`src/rtl/color_sensor_emulator.sv`:
```
// Emulates a light-to-frequency colour sensor: scaled square wave per selected photodiode.
// Optional COLOR_SENSOR_EMU_EDGE_CNT_EN adds a saturating rising-edge counter on freq.
`timescale 1ns/1ps
module color_sensor_emulator #(
  parameter int unsigned SETTLE_CYCLES = 16
) (
  input  logic        clk,
  input  logic        rst,
  input  logic [1:0]  scale,
  input  logic [1:0]  filter,
  input  logic        enf,
  input  logic [7:0]  red_level,
  input  logic [7:0]  blue_level,
  input  logic [7:0]  clear_level,
  input  logic [7:0]  green_level,
  output logic        freq,
`ifdef COLOR_SENSOR_EMU_EDGE_CNT_EN
  output logic [15:0] edge_count,
`endif
  output logic [1:0]  state
);

  typedef enum logic [1:0] {
    ST_PDOWN  = 2'b00,
    ST_SETTLE = 2'b01,
    ST_RUN    = 2'b10
  } state_t;

  localparam logic [7:0] SETTLE_LAST = 8'(SETTLE_CYCLES - 1);

  state_t      state_q, state_d;
  logic [7:0]  settle_q, settle_d;
  logic [13:0] hp_q, hp_d;
  logic        wave_q, wave_d;
  logic        freq_q, freq_d;
  logic [1:0]  prev_scale_q;
  logic [1:0]  prev_filter_q;

  logic [7:0]  level_s;
  logic [5:0]  mult_s;
  logic [13:0] half_s;
  logic [13:0] half_last_s;
  logic        change_s;
  logic        pdown_s;

  // Channel and scaling selection feeding the half-period.
  always_comb begin
    level_s = 8'd0;
    case (filter)
      2'b00:   level_s = red_level;
      2'b01:   level_s = blue_level;
      2'b10:   level_s = clear_level;
      2'b11:   level_s = green_level;
      default: level_s = 8'd0;
    endcase
    mult_s = 6'd0;
    case (scale)
      2'b01:   mult_s = 6'd50;
      2'b10:   mult_s = 6'd5;
      2'b11:   mult_s = 6'd1;
      default: mult_s = 6'd0;
    endcase
  end

  assign half_s      = {6'd0, level_s} * {8'd0, mult_s};
  assign half_last_s = half_s - 14'd1;
  assign pdown_s     = (scale == 2'b00);
  assign change_s    = (scale != prev_scale_q) || (filter != prev_filter_q);

  // State and datapath registers.
  always_ff @(posedge clk or posedge rst) begin
    if (rst) begin
      state_q       <= ST_PDOWN;
      settle_q      <= 8'd0;
      hp_q          <= 14'd0;
      wave_q        <= 1'b0;
      freq_q        <= 1'b0;
      prev_scale_q  <= 2'b00;
      prev_filter_q <= 2'b00;
    end else begin
      state_q       <= state_d;
      settle_q      <= settle_d;
      hp_q          <= hp_d;
      wave_q        <= wave_d;
      freq_q        <= freq_d;
      prev_scale_q  <= scale;
      prev_filter_q <= filter;
    end
  end

  // Next-state logic; power-down wins over any pending change.
  always_comb begin
    state_d = state_q;
    if (pdown_s) begin
      state_d = ST_PDOWN;
    end else begin
      case (state_q)
        ST_PDOWN: state_d = ST_SETTLE;
        ST_SETTLE: begin
          if (change_s) begin
            state_d = ST_SETTLE;
          end else if (settle_q == SETTLE_LAST) begin
            state_d = ST_RUN;
          end else begin
            state_d = ST_SETTLE;
          end
        end
        ST_RUN: begin
          if (change_s) begin
            state_d = ST_SETTLE;
          end else begin
            state_d = ST_RUN;
          end
        end
        default: state_d = ST_PDOWN;
      endcase
    end
  end

  // Settle counter, half-period counter and internal wave.
  always_comb begin
    settle_d = settle_q;
    hp_d     = hp_q;
    wave_d   = wave_q;
    if (pdown_s) begin
      settle_d = 8'd0;
      hp_d     = 14'd0;
      wave_d   = 1'b0;
    end else begin
      case (state_q)
        ST_SETTLE: begin
          hp_d   = 14'd0;
          wave_d = 1'b0;
          if (change_s || (settle_q == SETTLE_LAST)) begin
            settle_d = 8'd0;
          end else begin
            settle_d = settle_q + 8'd1;
          end
        end
        ST_RUN: begin
          settle_d = 8'd0;
          if (change_s || (level_s == 8'd0)) begin
            hp_d   = 14'd0;
            wave_d = 1'b0;
          end else if (hp_q >= half_last_s) begin
            // Shrinking H below the current count wraps on the very next edge.
            hp_d   = 14'd0;
            wave_d = ~wave_q;
          end else begin
            hp_d   = hp_q + 14'd1;
            wave_d = wave_q;
          end
        end
        default: begin
          settle_d = 8'd0;
          hp_d     = 14'd0;
          wave_d   = 1'b0;
        end
      endcase
    end
  end

  // Output gating; enable masks the pin only, counters keep running.
  always_comb begin
    freq_d = wave_q & enf;
  end

  assign freq  = freq_q;
  assign state = state_q;

`ifdef COLOR_SENSOR_EMU_EDGE_CNT_EN
  logic [15:0] edge_q, edge_d;

  // Rising edges counted as they appear on the registered pin.
  always_comb begin
    edge_d = edge_q;
    if (state_d != ST_RUN) begin
      edge_d = 16'd0;
    end else if (freq_d && !freq_q && (edge_q != 16'hFFFF)) begin
      edge_d = edge_q + 16'd1;
    end else begin
      edge_d = edge_q;
    end
  end

  // Edge counter register.
  always_ff @(posedge clk or posedge rst) begin
    if (rst) begin
      edge_q <= 16'd0;
    end else begin
      edge_q <= edge_d;
    end
  end

  assign edge_count = edge_q;
`endif

endmodule

```
`config.mk`:
```
export PLATFORM = sky130hd
export DESIGN_NAME = color_sensor_emulator
export DESIGN_NICKNAME = d
export VERILOG_FILES = /design/src/rtl/color_sensor_emulator.sv
export SDC_FILE = /design/constraint.sdc
export NUM_CORES = 1
export LEC_CHECK = 0
export BUFFER_PORTS_ARGS = -buffer_cell sky130_fd_sc_hd__buf_4
export CAP_MARGIN = 25
export CELL_PAD_IN_SITES_DETAIL_PLACEMENT = 0
export CELL_PAD_IN_SITES_GLOBAL_PLACEMENT = 1
export CORE_ASPECT_RATIO = 0.5
export CORE_UTILIZATION = 46
export DETAILED_ROUTE_END_ITERATION = 10
export PLACE_DENSITY = 0.85
export SLEW_MARGIN = 20
export SYNTH_ARGS = -nofsm -noshare
export SYNTH_HDL_FRONTEND = slang
export SYNTH_SLANG_ARGS = --single-unit
```
`constraint.sdc`:
```
create_clock -name clk -period 2.6 [get_ports clk]
set_input_delay 0.65 -clock clk [delete_from_list [all_inputs] [get_ports clk]]
set_output_delay 0.65 -clock clk [all_outputs]
set_load 0.02 [all_outputs]
```
# Yosys cells after proc, flatten, opt, wreduce, memory -nomap -nowiden
# Index checks and enable logic that the tools add are counted.
# word_totals
register_bits,30
latchBits,0
ramBits,0
romBits,0
input_bits,39
n_memories,0
# classes
add_sub_neg,3
multipliers,1
n_div,0
n_lt_le_gt_ge,1
n_eq_ne,12
shift,0
muxes,18
bitwise,2
n_reduce_logical,7
# ops
cell,n
14-bit 2-to-1 mux,4
8-bit case mux with 4 select lines,1
8-bit 2-to-1 mux,3
6-bit case mux with 3 select lines,1
"14-bit by 1-bit adder with 14-bit output, second input constant",1
14-bit >= comparator,1
8-bit by 6-bit multiplier with 14-bit output,1
"14-bit by 1-bit subtractor with 14-bit output, second input constant",1
"2-bit equality test, second input constant",5
"8-bit by 1-bit adder with 8-bit output, second input constant",1
"8-bit by 4-bit equality test with 1-bit output, second input constant",1
8-bit logical NOT,1
2-bit 2-to-1 mux,4
"2-bit by 1-bit equality test with 1-bit output, second input constant",3
2-bit logical NOT,3
2-bit case mux with 3 select lines,1
1-bit 2-to-1 mux,4
2-bit inequality test,2
"4-bit inequality test, second input constant",1
1-bit logical OR,3
1-bit AND,1
1-bit NOT,1

# Logic depth before layout (Yosys ltp)
# depth
ltp_word,9
ltp_mapped,26

# Worst setup path after synthesis
# No wires, ideal clock.
# synth_timing
kind,input to register
start,input port filter[1]
end,register hp_q[10]
setup_ns,0.071
arrival_time_ns,5.944
path_slack_ns,-3.415
stages,23
n_path_buf,3
cell_sequence,buf_6 mux4_2 and2_1 ha_1 fa_1 fa_1 inv_1 fa_1 inv_1 ha_1 o21ai_0 a21oi_1 o41ai_2 nor2_1 a211oi_1 ha_1 a211o_1 a211oi_1 o21ai_0 or2_1 buf_4 buf_6 nor2_1
# synth_between
elab_chain_len,9
elab_cells_between_ends,16
cone_classes,add/sub: 1; mul: 1; order compare: 1; eq/ne: 4; mux: 5; reduce/logical: 4
# synth_rtl
item,line_no,text
"start, declared",10,"input logic [1:0] filter,"
2-bit equality test (tied with other cells),49,case (filter)
8-bit case mux with 4 select lines,49,
8-bit by 6-bit multiplier with 14-bit output,65,"assign half_s = {6'd0, level_s} * {8'd0, mult_s};"
14-bit by 1-bit subtractor with 14-bit output,66,assign half_last_s = half_s - 14'd1;
14-bit >= comparator,145,end else if (hp_q >= half_last_s) begin
14-bit 2-to-1 mux,145,
14-bit 2-to-1 mux *,142,if (change_s || (level_s == 8'd0)) begin
14-bit 2-to-1 mux *,130,case (state_q)
14-bit 2-to-1 mux *,125,if (pdown_s) begin
net hp_d[10],33,"logic [13:0] hp_q, hp_d;"
"end signal, assigned",83,hp_q <= hp_d;
"end, declared",33,
# The timed path passes the listed nets; every way through them passes the cells marked *.
# A chain may end at the register's enable or synchronous reset.

# Final worst setup path
# layout_timing
start,input port filter[1]
end,register hp_q[4]
# The elaborated chain is that of the path after synthesis.

==> impl_results.md <==
- Most instantiated cells after synthesis: sky130_fd_sc_hd__ha_1, sky130_fd_sc_hd__inv_1, sky130_fd_sc_hd__nor2_1, sky130_fd_sc_hd__dfrtp_1, sky130_fd_sc_hd__nand2_1
- Count of port buffers added during placement: between 40 and 50
- Tmin final: between 5 and 6 ns
- Die H: ~63 um
- Most instantiated flip-flop cell in the synthesis netlist: sky130_fd_sc_hd__dfrtp_1
- Leading cell type by number of instances after synthesis: sky130_fd_sc_hd__ha_1
- Highest ir drop seen on vdd: approximately 0.4 mV
- Total of warnings raised by yosys: 0
- Share of final-layout standard cells stronger than drive strength 1: 0.368
- First-pass GRT wire length: between 10000 and 15000 um
- Leakage dissipation: 2.36 nW
- Remaining DRCs: 0
- Die footprint: about 0.0078 sq mm
- Starting utilization of the core area: 0.493
- Pwr Density: 646 mW/mm^2
- Horizontal die dimension: between 100 and 150 um
- Clock transition at the registers of the reported paths: roughly 0.050 ns
- Average vias per placed instance: 5.10
- Ports placed on the boundary: 42
- Dpl ws: -3.56 ns
- Count of state elements after synthesis: 30
- Global route hottest layer: met2
- Post-placement cell area: 0.00432 sq mm
- Layout fillers: 529
- Post-Syn Area per Cell: ~9 sq um
- Worst-path maximum fanout: 8
- Global routing usage summed across all routing layers: 0.222
- Setup clock skew after layout: 0.00319 ns
- Arrival time of the worst setup path: just under 6 ns
- Number of enable-type register cells in the synthesized netlist: 0
- Routing usage on met3: 0.0246
- Final global-route overflow total: 0
- Top delay family on crit path: adder cells
- Dominant cells by area after synthesis: sky130_fd_sc_hd__dfrtp_1, sky130_fd_sc_hd__ha_1, sky130_fd_sc_hd__fa_1
- Final Net Count: around 600
- Total iterations of the first detailed-routing run: 4
- Routed wire length per instance: about 14 um
- Yosys cell types: 41
- Share of the clock period used by the worst path: 2.14
- Startpoint types: input pin
- Final wirelength: 8210 um
- HPWL after detailed placement: around 6600 um
- Synthesized Nets: 483
- Number of global-route vias before repair: 3048
- Asr flop ratio synth: 1.00
- Cell chain of the critical path: buf_12 -> mux4_2 -> and2_4 -> ha_4 -> fa_1 -> fa_1 -> inv_2 -> fa_1 -> inv_2 -> ha_4 -> o21ai_4 -> a21oi_4 -> o41ai_4 -> nor2_1 -> a211oi_4 -> ha_1 -> a211o_1 -> a211oi_2 -> o21ai_4 -> or2_4 -> nor2_2
- Biggest cell delay along the critical path: about 0.54 ns
- Fraction of synthesized cell area taken by the top area cell type: 0.220
- Fmax: 179 MHz
- Outcome: complete, but fails checks
- Slew @ Worst Pin: 0.523 ns
- Final Hold Vio Count: 0
- Sequential Area: around 750 sq um
- Core region area: about 0.0069 sq mm
- Critical path capture point type: flop
- Number of nets still failing antenna checks after routing: 0
- Worst Setup Slack, final: -2.97 ns
- TritonCTS clock tree: yes
- Total Power: a little over 3 mW
- Number of antenna violations at the first check in global routing: 0
- Violations in the final reports: negative setup slack
- Area taken by multi-input logic gates: between 0.002 and 0.003 sq mm
- Worst hold-check path type: input pin to asynchronous set/reset pin
- Netlist Area Pre-Place: between 0.003 and 0.004 sq mm
- Vias: a little under 3000
- Antenna diode instance count: 0
- Depth of the CTS H-tree: 2
- Cell area after layout: about 0.0048 sq mm
- Critical Path RT: 2.80 ns
- Cell repeated most along the worst path: sky130_fd_sc_hd__fa_1
- CTS Root Cell: sky130_fd_sc_hd__clkbuf_16
- Worst slew margin: 0.649
- Cell taking the most area after synthesis: sky130_fd_sc_hd__dfrtp_1
- Start-to-end type of the worst setup path: input pin to flop
- Number of max-cap violations: 0
- Final max-slew violation count: 0
- Register area share after synthesis: 0.220
- Starting DRT DRC Count: 118
- Unrepaired setup endpoints after global routing: true
- Crit path buffers/inverters: 3
- Met1 routing resource usage after global routing: 0.313
- Master of the slowest instance on the critical path: sky130_fd_sc_hd__mux4_2
- Largest net degree at the start of global routing: 31
- Number of sinks on the clock net: 30
- Number of core rows: 21
- TritonCTS buffer count: 5
- P&R area growth vs syn: 39.9%
- Insertion delay of the later-clocked pin in the worst-skew pair: ~0.27 ns
- Finish-stage setup viols: 15
- Core Util, Final: 0.690
- Routability congestion estimate from global placement: 0.833
- Maximum number of buffers from clock root to sink: 2
- GRT met2 Usage: 0.372
- Gate count of the mapped netlist: 370
## worst reg2reg max path, cell delays in order, from the launching register on
cell                      delay (ns)
sky130_fd_sc_hd__dfrtp_1        0.45
sky130_fd_sc_hd__ha_1           0.34
sky130_fd_sc_hd__a21oi_1        0.11
sky130_fd_sc_hd__o21ai_0        0.13
sky130_fd_sc_hd__a21oi_1        0.32
sky130_fd_sc_hd__o21ai_4        0.12
sky130_fd_sc_hd__or2_4          0.29
sky130_fd_sc_hd__nor2_2         0.12
## state kept, by name, summed over array words and instances, names as in the netlist
register,flops
prev_scale_q,2
settle_q,8
wave_q,1
freq,1
state,2
prev_filter_q,2
hp_q,14
## final timing paths
check	start	to	slack, ns	depth (start not counted)
min in group clk	settle_q[0]	settle_q[0]	0.51	1
min	rst	settle_q[3]	0.46	3
max in group asynchronous	rst	hp_q[4]	1.87	3
max reg2reg	hp_q[2]	hp_q[4]	0.64	7
min reg2reg	settle_q[0]	settle_q[0]	0.51	1
max	filter[1]	hp_q[4]	-2.97	21
## stage by stage
| stage | cells | hold WS, ns | TNS (ns) |
|---|---|---|---|
| floorplan | 370 | 0.453 | -45.06 |
| global placement | 556 | 0.472 | -51.44 |
| detailed placement | 556 | 0.502 | -52.97 |
| CTS | 575 | 0.465 | -44.69 |
| global route | 576 | 0.498 | -46.28 |
| finish | 576 | 0.457 | -44.32 |
## report_power, final
part | leakage (nW) | internal (mW) | switching, mW
Combinational | 1.88 | 1.04 | 1.00
Sequential | 0.406 | 0.473 | 0.00377
Clock | 0.0739 | 0.378 | 0.183
Total | 2.36 | 1.89 | 1.19
## cells in the final DEF, fill, tap and decap left out, types with 5 or more instances in the layout
master and instances:
sky130_fd_sc_hd__nand2_1 22, sky130_fd_sc_hd__fa_1 16, sky130_fd_sc_hd__ha_1 46, sky130_fd_sc_hd__ha_4 9, sky130_fd_sc_hd__mux4_2 8, sky130_fd_sc_hd__nor2_1 32
sky130_fd_sc_hd__clkbuf_16 5, sky130_fd_sc_hd__a21oi_1 14, sky130_fd_sc_hd__and2_4 5, sky130_fd_sc_hd__and2_1 9, sky130_fd_sc_hd__nand3_1 13, sky130_fd_sc_hd__buf_4 108
sky130_fd_sc_hd__nor2_2 8, sky130_fd_sc_hd__xnor2_1 10, sky130_fd_sc_hd__xor2_1 24, sky130_fd_sc_hd__dfrtp_1 30, sky130_fd_sc_hd__inv_1 44, sky130_fd_sc_hd__nor4_1 5
sky130_fd_sc_hd__and3_1 5
## layer usage
layer / part of all wire / vias up
met2: 0.49 / 39
met1: 0.47 / 1422
met4: 0.0037 / 0
li1: - / 1474
met3: 0.040 / 4
met5: 0 / -
## cells by family (layout without fill, tap and decap cells)
| group | count (synthesis) | count (layout) | synth area share |
|---|---|---|---|
| AO/OA/AOI/OAI | 42 | 42 | 0.0775 |
| XOR/XNOR | 34 | 34 | 0.0874 |
| adder cells (fa/ha/maj) | 74 | 74 | 0.311 |
| buffers and inverters | 55 | 168 | 0.0664 |
| flip-flops | 30 | 30 | 0.220 |
| multiplexers | 11 | 11 | 0.0620 |
| AND/OR/NAND/NOR | 124 | 125 | 0.175 |
## area by class of cell
class	count	share of cell area
repair buffers	112	0.182
clock inverters	1	0.00105
well taps	92	0.0241
multi-input cells	286	0.568
inverters	48	0.0378
clock buffers	7	0.0299
flip-flops and latches	30	0.157
## what timing repair did
action | 4_1_cts | 5_1_grt
hold buffers | 0 | 0
cloned | 1 | 0
pin swaps | 24 | 17
setup buffers | 10 | 1
endpoints found under the setup margin | 15 | 15
resized for setup | 24 | 25
Power figures use the tool's default switching activity.
